## src/rtl/mem_access_unit_if.sv

```systemverilog
// EX -> memory-stage request, data BRAM port and writeback beat, bundled for mem_access_unit.
// slave is the memory unit's view; master is the surrounding pipeline / BRAM view.
`ifndef MEM_ADDR_WIDTH
`define MEM_ADDR_WIDTH 10
`endif

interface mem_access_unit_if #(
    parameter int ADDR_W = `MEM_ADDR_WIDTH
);
    logic              ex_valid;
    logic              ex_ready;
    logic              ex_rd_we;
    logic [4:0]        ex_rd_addr;
    logic [31:0]       ex_rd_data;
    logic              ex_ram_we;
    logic              ex_ram_re;
    logic [ADDR_W-1:0] ex_ram_addr;
    logic [31:0]       ex_ram_wdata;
    logic [3:0]        ex_ram_mask;
    logic              ex_ram_sext;

    logic              bram_en;
    logic [3:0]        bram_we;
    logic [ADDR_W-1:0] bram_addr;
    logic [31:0]       bram_wdata;
    logic [31:0]       bram_rdata;

    logic              wb_valid;
    logic              wb_rd_we;
    logic [4:0]        wb_rd_addr;
    logic [31:0]       wb_rd_data;
    logic              misalign_err;

    modport slave (
        input  ex_valid, ex_rd_we, ex_rd_addr, ex_rd_data, ex_ram_we, ex_ram_re,
               ex_ram_addr, ex_ram_wdata, ex_ram_mask, ex_ram_sext, bram_rdata,
        output ex_ready, bram_en, bram_we, bram_addr, bram_wdata,
               wb_valid, wb_rd_we, wb_rd_addr, wb_rd_data, misalign_err
    );

    modport master (
        output ex_valid, ex_rd_we, ex_rd_addr, ex_rd_data, ex_ram_we, ex_ram_re,
               ex_ram_addr, ex_ram_wdata, ex_ram_mask, ex_ram_sext, bram_rdata,
        input  ex_ready, bram_en, bram_we, bram_addr, bram_wdata,
               wb_valid, wb_rd_we, wb_rd_addr, wb_rd_data, misalign_err
    );
endinterface

```

## src/rtl/mem_access_unit.sv

```systemverilog
// Memory stage: ALU passthrough, byte-enabled BRAM stores and aligned/extended loads, one wb beat each.
// Latency 1 cycle (ALU/store/misaligned) or RD_LATENCY+1 (load); ex_ready drops for the load wait.
`ifndef MEM_ADDR_WIDTH
`define MEM_ADDR_WIDTH 10
`endif

module mem_access_unit #(
    parameter int ADDR_W     = `MEM_ADDR_WIDTH,
    parameter int RD_LATENCY = 1
) (
    input  logic              clk,
    input  logic              rst,
    mem_access_unit_if.slave  bus
);
    typedef enum logic {
        IDLE,
        LOAD_WAIT
    } state_t;

    state_t      state;
    state_t      state_nxt;
    logic [1:0]  cnt;

    logic        accept;
    logic        is_mem;
    logic        is_store;
    logic        is_load;
    logic        mask_legal;
    logic        misalign;
    logic        load_go;
    logic        load_done;

    logic        lat_rd_we;
    logic [4:0]  lat_rd_addr;
    logic [3:0]  lat_mask;
    logic        lat_sext;
    logic [31:0] load_val;

    // Store wins when both ram_we and ram_re are set.
    assign is_store  = bus.ex_ram_we;
    assign is_load   = bus.ex_ram_re & ~bus.ex_ram_we;
    assign is_mem    = bus.ex_ram_we | bus.ex_ram_re;
    assign misalign  = is_mem & ((bus.ex_ram_mask == 4'b0000) | (is_load & ~mask_legal));
    assign load_go   = accept & is_load & ~misalign;
    assign load_done = (state == LOAD_WAIT) && (cnt == 2'(RD_LATENCY - 1));

    always_comb begin
        mask_legal = 1'b0;
        case (bus.ex_ram_mask)
            4'b1111, 4'b1100, 4'b0011,
            4'b1000, 4'b0100, 4'b0010, 4'b0001: mask_legal = 1'b1;
            default:                            mask_legal = 1'b0;
        endcase
    end

    always_ff @(posedge clk) begin
        if (rst) begin
            state <= IDLE;
        end else begin
            state <= state_nxt;
        end
    end

    // BRAM port is only driven on the accept cycle; it is idle (all zero) otherwise.
    always_comb begin
        state_nxt      = state;
        accept         = 1'b0;
        bus.ex_ready   = 1'b0;
        bus.bram_en    = 1'b0;
        bus.bram_we    = 4'b0000;
        bus.bram_addr  = {ADDR_W{1'b0}};
        bus.bram_wdata = 32'd0;
        case (state)
            IDLE: begin
                bus.ex_ready = ~rst;
                accept       = bus.ex_valid & ~rst;
                if (accept && is_mem && !misalign) begin
                    bus.bram_en   = 1'b1;
                    bus.bram_addr = bus.ex_ram_addr;
                    if (is_store) begin
                        bus.bram_we    = bus.ex_ram_mask;
                        bus.bram_wdata = bus.ex_ram_wdata;
                    end
                end
                if (load_go) begin
                    state_nxt = LOAD_WAIT;
                end
            end
            LOAD_WAIT: begin
                if (load_done) begin
                    state_nxt = IDLE;
                end
            end
            default: state_nxt = IDLE;
        endcase
    end

    always_ff @(posedge clk) begin
        if (rst || state == IDLE) begin
            cnt <= 2'd0;
        end else begin
            cnt <= cnt + 2'd1;
        end
    end

    always_ff @(posedge clk) begin
        if (rst) begin
            lat_rd_we   <= 1'b0;
            lat_rd_addr <= 5'd0;
            lat_mask    <= 4'b0000;
            lat_sext    <= 1'b0;
        end else if (load_go) begin
            lat_rd_we   <= bus.ex_rd_we;
            lat_rd_addr <= bus.ex_rd_addr;
            lat_mask    <= bus.ex_ram_mask;
            lat_sext    <= bus.ex_ram_sext;
        end
    end

    // Byte lane 0 (lowest address) sits in [31:24]; the field is assembled little-endian.
    always_comb begin
        logic [15:0] half;
        logic [7:0]  byte_v;
        half     = 16'd0;
        byte_v   = 8'd0;
        load_val = 32'd0;
        case (lat_mask)
            4'b1111: load_val = {bus.bram_rdata[7:0], bus.bram_rdata[15:8],
                                 bus.bram_rdata[23:16], bus.bram_rdata[31:24]};
            4'b1100: begin
                half     = {bus.bram_rdata[23:16], bus.bram_rdata[31:24]};
                load_val = {{16{lat_sext & half[15]}}, half};
            end
            4'b0011: begin
                half     = {bus.bram_rdata[7:0], bus.bram_rdata[15:8]};
                load_val = {{16{lat_sext & half[15]}}, half};
            end
            4'b1000, 4'b0100, 4'b0010, 4'b0001: begin
                case (lat_mask)
                    4'b1000: byte_v = bus.bram_rdata[31:24];
                    4'b0100: byte_v = bus.bram_rdata[23:16];
                    4'b0010: byte_v = bus.bram_rdata[15:8];
                    default: byte_v = bus.bram_rdata[7:0];
                endcase
                load_val = {{24{lat_sext & byte_v[7]}}, byte_v};
            end
            default: load_val = 32'd0;
        endcase
    end

    always_ff @(posedge clk) begin
        if (rst) begin
            bus.wb_valid     <= 1'b0;
            bus.wb_rd_we     <= 1'b0;
            bus.wb_rd_addr   <= 5'd0;
            bus.wb_rd_data   <= 32'd0;
            bus.misalign_err <= 1'b0;
        end else begin
            bus.wb_valid     <= 1'b0;
            bus.misalign_err <= 1'b0;
            if (accept && misalign) begin
                bus.wb_valid     <= 1'b1;
                bus.wb_rd_we     <= 1'b0;
                bus.wb_rd_addr   <= bus.ex_rd_addr;
                bus.wb_rd_data   <= 32'd0;
                bus.misalign_err <= 1'b1;
            end else if (accept && !is_load) begin
                bus.wb_valid   <= 1'b1;
                bus.wb_rd_we   <= bus.ex_rd_we & ~is_store;
                bus.wb_rd_addr <= bus.ex_rd_addr;
                bus.wb_rd_data <= bus.ex_rd_data;
            end else if (load_done) begin
                bus.wb_valid   <= 1'b1;
                bus.wb_rd_we   <= lat_rd_we;
                bus.wb_rd_addr <= lat_rd_addr;
                bus.wb_rd_data <= load_val;
            end
        end
    end
endmodule

```

## src/flat_wrapper.sv

```systemverilog
// flat-port wrapper written by rule: the top's interface ports become plain ports
module mem_access_unit_flat 
#(
    parameter int ADDR_W     = `MEM_ADDR_WIDTH,
    parameter int RD_LATENCY = 1
)
  (clk, rst, bus_ex_valid, bus_ex_rd_we, bus_ex_rd_addr, bus_ex_rd_data, bus_ex_ram_we, bus_ex_ram_re, bus_ex_ram_addr, bus_ex_ram_wdata, bus_ex_ram_mask, bus_ex_ram_sext, bus_bram_rdata, bus_ex_ready, bus_bram_en, bus_bram_we, bus_bram_addr, bus_bram_wdata, bus_wb_valid, bus_wb_rd_we, bus_wb_rd_addr, bus_wb_rd_data, bus_misalign_err);
  mem_access_unit_if #(.ADDR_W(ADDR_W)) bus_i ();
  input  logic clk;
  input  logic rst;
  input wire logic [$bits(bus_i.ex_valid)-1:0] bus_ex_valid;
  input wire logic [$bits(bus_i.ex_rd_we)-1:0] bus_ex_rd_we;
  input wire logic [$bits(bus_i.ex_rd_addr)-1:0] bus_ex_rd_addr;
  input wire logic [$bits(bus_i.ex_rd_data)-1:0] bus_ex_rd_data;
  input wire logic [$bits(bus_i.ex_ram_we)-1:0] bus_ex_ram_we;
  input wire logic [$bits(bus_i.ex_ram_re)-1:0] bus_ex_ram_re;
  input wire logic [$bits(bus_i.ex_ram_addr)-1:0] bus_ex_ram_addr;
  input wire logic [$bits(bus_i.ex_ram_wdata)-1:0] bus_ex_ram_wdata;
  input wire logic [$bits(bus_i.ex_ram_mask)-1:0] bus_ex_ram_mask;
  input wire logic [$bits(bus_i.ex_ram_sext)-1:0] bus_ex_ram_sext;
  input wire logic [$bits(bus_i.bram_rdata)-1:0] bus_bram_rdata;
  output wire logic [$bits(bus_i.ex_ready)-1:0] bus_ex_ready;
  output wire logic [$bits(bus_i.bram_en)-1:0] bus_bram_en;
  output wire logic [$bits(bus_i.bram_we)-1:0] bus_bram_we;
  output wire logic [$bits(bus_i.bram_addr)-1:0] bus_bram_addr;
  output wire logic [$bits(bus_i.bram_wdata)-1:0] bus_bram_wdata;
  output wire logic [$bits(bus_i.wb_valid)-1:0] bus_wb_valid;
  output wire logic [$bits(bus_i.wb_rd_we)-1:0] bus_wb_rd_we;
  output wire logic [$bits(bus_i.wb_rd_addr)-1:0] bus_wb_rd_addr;
  output wire logic [$bits(bus_i.wb_rd_data)-1:0] bus_wb_rd_data;
  output wire logic [$bits(bus_i.misalign_err)-1:0] bus_misalign_err;
  assign bus_i.ex_valid = bus_ex_valid;
  assign bus_i.ex_rd_we = bus_ex_rd_we;
  assign bus_i.ex_rd_addr = bus_ex_rd_addr;
  assign bus_i.ex_rd_data = bus_ex_rd_data;
  assign bus_i.ex_ram_we = bus_ex_ram_we;
  assign bus_i.ex_ram_re = bus_ex_ram_re;
  assign bus_i.ex_ram_addr = bus_ex_ram_addr;
  assign bus_i.ex_ram_wdata = bus_ex_ram_wdata;
  assign bus_i.ex_ram_mask = bus_ex_ram_mask;
  assign bus_i.ex_ram_sext = bus_ex_ram_sext;
  assign bus_i.bram_rdata = bus_bram_rdata;
  assign bus_ex_ready = bus_i.ex_ready;
  assign bus_bram_en = bus_i.bram_en;
  assign bus_bram_we = bus_i.bram_we;
  assign bus_bram_addr = bus_i.bram_addr;
  assign bus_bram_wdata = bus_i.bram_wdata;
  assign bus_wb_valid = bus_i.wb_valid;
  assign bus_wb_rd_we = bus_i.wb_rd_we;
  assign bus_wb_rd_addr = bus_i.wb_rd_addr;
  assign bus_wb_rd_data = bus_i.wb_rd_data;
  assign bus_misalign_err = bus_i.misalign_err;
  mem_access_unit #(.ADDR_W(ADDR_W), .RD_LATENCY(RD_LATENCY)) u_core (.clk(clk), .rst(rst), .bus(bus_i));
endmodule
```

## config.mk

```make
export PLATFORM = sky130hd
export DESIGN_NAME = mem_access_unit_flat
export DESIGN_NICKNAME = d
export VERILOG_FILES = /design/src/rtl/mem_access_unit_if.sv /design/src/rtl/mem_access_unit.sv /design/src/flat_wrapper.sv
export SDC_FILE = /design/constraint.sdc
export NUM_CORES = 1
export LEC_CHECK = 0
export ABC_AREA = 1
export CELL_PAD_IN_SITES_DETAIL_PLACEMENT = 1
export CELL_PAD_IN_SITES_GLOBAL_PLACEMENT = 1
export CORE_MARGIN = 4
export CORE_UTILIZATION = 24
export DETAILED_ROUTE_END_ITERATION = 16
export PLACE_DENSITY_LB_ADDON = 0.1
export SLEW_MARGIN = 10
export SYNTH_ARGS = -nofsm -noshare
export SYNTH_HDL_FRONTEND = slang
export SYNTH_SLANG_ARGS = --single-unit
export TNS_END_PERCENT = 1
```

## constraint.sdc

```tcl
create_clock -name clk -period 2.44 [get_ports clk]
set_clock_uncertainty 0.1 [all_clocks]
set_input_delay 0.244 -clock clk [delete_from_list [all_inputs] [get_ports clk]]
set_output_delay 0.244 -clock clk [all_outputs]
set_load 0.02 [all_outputs]
```

==> summary.md <==
| Metric | Value |
|---|---|
| PwrDens | 399 mW/mm^2 |
| Hold Vio Cnt, Final | 0 |
| Setup TNS | -85.0 ps |
| Routed wire length | 14.5 mm |
| Seq. cell area | 0.00108 sq mm |
| Seq cells post-synth | 54 |
| Largest net degree at the start of global routing | 37 |
| Most common cell after layout, fill and taps aside | clkdlybuf4s50_1 |
| Mean post-synth cell area | 6.15 sq um |
| Peak Freq | 396 MHz |
| Synth Instances | 565 |
| Vias | 4275 |
| Syn_nets | 688 |
| Met2 routed WL | 7.56 mm |
| Asr flop ratio synth | 0% |
| Routed wire per std cell | 15.1 um |
| Antenna violations before repair | 1 |
| Overall die height | 128 um |
| Rel. slew slack | 64.4% |
| Grt ovf | 0 |
| Hold path start | u_core.cnt[0] |
| Filler cell count | 1813 |
| Residual DRC | 0 |
| Hold Buf Count CTS | 0 |
| Most frequent cells in the layout | clkdlybuf4s50_1 (163), inv_1 (125), nand2_1 (106), nor2_1 (69), nand3_1 (56) |
| Vias in the first global route | 4743 |
| Via-per-instance ratio | 4.46 |
| Post-CTS setup buffer count | 0 |
| Minimum clock period | 2530 ps |
| Root buf cell | clkbuf_16 |
| Crit path DAT | 2180 ps |
| Nets | 901 |
| Multi-input gate area | 0.00177 sq mm |
| Initial Util | 24.7% |
| Antenna cells | 0 |
| P_leak | 2.77 nW |
| Routed wl met3 | 984 um |
| Hold Crit Class | reg2reg |
| Max-cap viol count | 0 |
| Ranking of synthesized cells by area | dfxtp_1 (31%), inv_1 (14%), nand2_1 (11%), nand3_1 (8.1%), nor2_1 (7.6%) |
| First-pass GRT wire length | 23.7 mm |
| RSZ-0062 raised after global routing | true |
| Final ANT Viol Nets | 0 |
| Clk Latency, worst-skew pair | 300 ps |
| Synthesized area | 0.00347 sq mm |
| DRT Pass-1 Iters | 4 |
| Final worst slack | -85.0 ps |
| Critical Path Start | bus_ex_ram_mask[2] |
| Worst ir drop on vdd | 263 uV |
| H-tree Lvls | 2 |
| PortBufs | 209 |
| Sequential share of the synthesized area | 31.1% |
| Die width | 128 um |
| Die area | 0.0165 sq mm |
| Post-synth top area cell | dfxtp_1 |
| Worst-margin pin slew | 532 ps |
| Post-Place Worst Slack | -489 ps |
| Clock transition at path regs | 80 ps |
| Top cell type's share of synthesized area | 31.1% |
| Area grow syn2layout | 67.9% |
| Worst setup EP type | output pin |
| Status | finished with violations |
| Metal1 wirelength | 5.73 mm |
| CTS tree | yes |
| Initial DRC count | 93 |
| DP Wirelength | 12.0 mm |
| Failing checks | negative setup slack |
| Clock buffer depth | 2 |
| Standard-cell row count | 43 |
| Synth warn | 0 |
| Fin Hold WS | 335 ps |
| Critical Path Fanout Max | 10 |
| Data required, critical path | 2100 ps |
| I/O Pins | 210 |
| Num CTS Buffers | 5 |
| Unique masters post-synth | 30 |
| Share of layout cells above drive strength 1 | 10.8% |
| CTS sink cnt | 54 |
| Total GRT Usage | 17.6% |
| Routability congestion estimate from global placement | 0.800 |
| CP Class | in2out |
| Post-synth EDFFs | 0 |
| Crit share post-route | 103% |
| Reg2Reg Launch Point | u_core.cnt[0] |
| Critical Path Source Type | primary input |
| Highest routed layer | met5 |
| Final setup fails | 1 |
| Max-slew violations | 0 |
| Placeable core area | 0.0140 sq mm |
| Main synth FF type | dfxtp_1 |
-- per-stage QoR --
| step | instance area, sq um | utilization [%] | power, mW | instances |
|---|---|---|---|---|
| after global routing | 5830 | 41.5 | 2.45 | 959 |
| after global placement | 5850 | 41.7 | 1.61 | 951 |
| after detailed placement | 5850 | 41.7 | 1.62 | 951 |
| after floorplan | 3470 | - | 1.21 | 565 |
| final | 5830 | 41.5 | 2.33 | 959 |
| after CTS | 5960 | 42.5 | 2.38 | 959 |
-- critical path, cell delays in order --
cell,delay (ps)
clkdlybuf4s50_1,540
nand4_1,140
nand3_1,100
nand2_1,120
nor3_4,230
inv_4,100
nor2_1,90
clkdlybuf4s50_1,600
-- report_power, final --
group / switching [mW] / total, mW / internal, mW
Combinational: 0.297 / 0.638 / 0.341
Sequential: 0.0227 / 0.940 / 0.918
Clock: 0.358 / 0.751 / 0.392
-- layer usage --
layer | track usage (%) | vias up
li1 | - | 2187
met1 | 19.6 | 1952
met2 | 33.2 | 118
met3 | 4.88 | 16
met4 | 3.62 | 2
met5 | 0 | -
-- cells in the mapped netlist (all sizes together), types with 2 or more instances --
master and count:
a21oi 40, a22o 25, buf 16, clkbuf 8
clkinv 7, dfxtp 54, inv 127, nand2 109
nand3 59, nand4 3, nor2 75, nor3 5
nor3b 2, o211ai 5, o21ai 15, o22ai 12
-- timing repair --
| item | in CTS | in global routing |
|---|---|---|
| endpoints found under the setup margin | 47 | 47 |
| hold endpoints to repair | 0 | 0 |
| resized for setup | 47 | 77 |
-- final timing paths --
| check | cells after the start | endpoint | slack, ps |
|---|---|---|---|
| max | 8 | bus_bram_addr[8] | -90 |
| min | 1 | u_core.cnt[0] | 340 |
| min reg2reg | 1 | u_core.cnt[0] | 340 |
| max reg2reg | 9 | u_core.bus.wb_rd_data[14] | 390 |
-- registers in the layout, indices dropped and copies added (netlist names), 2 cells and up --
name,cells
u_core.lat_rd_addr,5
u_core.bus.wb_rd_addr,5
u_core.cnt,2
u_core.lat_mask,4
u_core.bus.wb_rd_data,32
-- cell families after synthesis --
kind of cell               after synthesis  synth area share [%]
buffers and inverters                  158                  18.3
AOI/OAI and AO/OA                       99                  18.0
adders and majority gates                1                 0.360
and+or+nand+nor                        253                  32.2
DFF                                     54                  31.1
-- final cells by class --
class                   count  area share (%)
clock inverters             3           0.493
inverters                 134            8.66
flip-flops and latches     54            18.5
repair buffers            230            36.0
clock buffers               5            2.14
well taps                 180            3.86
multi-input cells         353            30.3
Power figures use the tool's default switching activity.
==> patch: new RTL, same settings <==
`MEM_ADDR_WIDTH`: 10 -> 11.
--- a/src/rtl/mem_access_unit_if.sv
+++ b/src/rtl/mem_access_unit_if.sv
@@ -1,7 +1,7 @@
 // EX -> memory-stage request, data BRAM port and writeback beat, bundled for mem_access_unit.
 // slave is the memory unit's view; master is the surrounding pipeline / BRAM view.
 `ifndef MEM_ADDR_WIDTH
-`define MEM_ADDR_WIDTH 10
+`define MEM_ADDR_WIDTH 11
 `endif
 
 interface mem_access_unit_if #(
Interface: changed (resized bus_bram_addr and bus_ex_ram_addr); port bits go from 210 to 212. The function was not compared with the original's and may differ.
==> patch against the original RTL <==
  * Via count is 4.9% higher
  * Worst setup slack better by 0.24 ns
  * Sequential cell count stayed put
  * Non-clock buffer count is 11 higher
  * Final cell count is 5.8% higher
  * Largest cell class unchanged
  * Cell area is 1.7% higher
  * Synthesized area is 0.29% lower
  * Total power is 4.2% higher
  * Wire length is 2.8% higher
==> patch: results <==
export IMPL_dp_hpwl_um=12300
export IMPL_tightest_slew_ns=0.452
export IMPL_nFillCells=1887
export IMPL_clock_latency_ns=0.30
export IMPL_clkTransAtPathRegs_ns=0.08
export IMPL_cp_arrival_ns=1.94
export IMPL_grt_use_total_pct=18.5
export IMPL_grt_pass1_vias=4894
export IMPL_synthTopCellsByCount="193 x nand2_1, 112 x inv_1, 89 x nor2_1"
export IMPL_num_antenna_cells=0
export IMPL_grt_antenna_before_repair=0
export IMPL_p_leak_nw=2.95
export IMPL_syn_nets=733
export IMPL_portBuffers=211
export IMPL_synth_seq_area_share_pct=31.2
export IMPL_nNetsFinal=958
export IMPL_internal_power_w=0.00175
export IMPL_crit_fanout=36
export IMPL_synth_compound_area_share_pct=12.3
export IMPL_grt_pass1_wl_um=24700
export IMPL_synth_area_leaders="dfxtp_1 31%, nand2_1 21%, inv_1 12%, nor2_1 9.6%, nand3_1 6.1%"
export IMPL_fin_cells=1015
export IMPL_final_layout_size_suffix_gt1_share_pct=10.8
export IMPL_drt_total_wl_um=14900
export IMPL_grt_max_degree=37
export IMPL_largestRegisters="u_core.bus.wb_rd_data (32), u_core.bus.wb_rd_addr (5), u_core.lat_rd_addr (5)"
export IMPL_final_antenna_net_count=0
export IMPL_synth_fa_ha_area_share_pct=0.361
export IMPL_drt_iter0_markers=207
export IMPL_htreeDepth=2
export IMPL_post_place_ws_ns=-0.186
export IMPL_place_gp_congestion=0.831
export IMPL_synthMuxAreaShare_pct=0
export IMPL_outcome="complete, no violations"
export IMPL_syn_area_per_cell_um2=5.69
export IMPL_place_area_um2=5950
export IMPL_cts_buffers_inserted=5
export IMPL_vias=4486
export IMPL_ir_worst_vdd_mv=0.211
## patch: cell types whose count changed after synthesis, moves of 11 or more
cell     delta
inv_1      -13
nand3_1    -14
nand2_1    +87
a22o_1     -25
nor2_1     +19
a21oi_1    -11
## patch: per-layer routing
layer	vias to the layer above	track usage [%]	part of all wire, %
met1	2040	21.5	42
met5	-	0	0
met4	0	3.87	0.66
met3	6	4.96	7.9
met2	153	33.8	50
li1	2287	-	-
## patch: critical path, stage by stage (launching register included)
cell and delay, ns:
dfxtp_1 0.35, nor2_1 0.17, nand2_1 0.13, nor2_1 0.15, nand2_1 0.09, inv_1 0.07, nand2_1 0.08, buf_12 0.17
nor2_1 0.10, clkdlybuf4s15_1 0.31
## patch: cell type report
cell class	count	area (um^2)	area share [%]
multi-input cells	415	1830	30.9
flip-flops and latches	54	1080	18.2
clock buffers	5	125	2.11
inverters	117	439	7.40
repair buffers	241	2180	36.8
well taps	180	225	3.80
clock inverters	3	48.8	0.822
## patch: path summary, 6_finish.rpt
check                     start                       end  slack [ns]  cells after the start
max                u_core.state         bus_bram_wdata[3]        0.15                      9
min               u_core.cnt[0]             u_core.cnt[0]        0.33                      1
max reg2reg  u_core.lat_mask[3]  u_core.bus.wb_rd_data[7]        0.46                      8
min reg2reg       u_core.cnt[0]             u_core.cnt[0]        0.33                      1
## patch: power groups by stage
stage               Combinational [W]  Clock, W  Sequential [W]
finish                       0.000620  0.000862        0.000944
global route                 0.000678  0.000921        0.000950
CTS                          0.000635  0.000889        0.000945
detailed placement           0.000642         0        0.000965
global placement             0.000634         0        0.000963
floorplan                    0.000195         0         0.00100
## patch: cells by family after synthesis
logic type      count (synthesis)
buf+inv                       140
flops                          54
compound gates                 74
fa+ha+maj                       1
simple gates                  340
## patch: what timing repair did
action                     CTS  global route
resized for setup           47            72
cloned                       0             0
setup endpoints to repair   47            37
hold buffers                 0             0
## patch: stage by stage
stage               power (W)  util (%)  hold slack (ns)
floorplan             0.00120         -            0.213
global placement      0.00160      42.5            0.300
detailed placement    0.00161      42.5            0.329
CTS                   0.00247      43.4            0.340
global route          0.00255      42.4            0.364
finish                0.00243      42.4            0.331
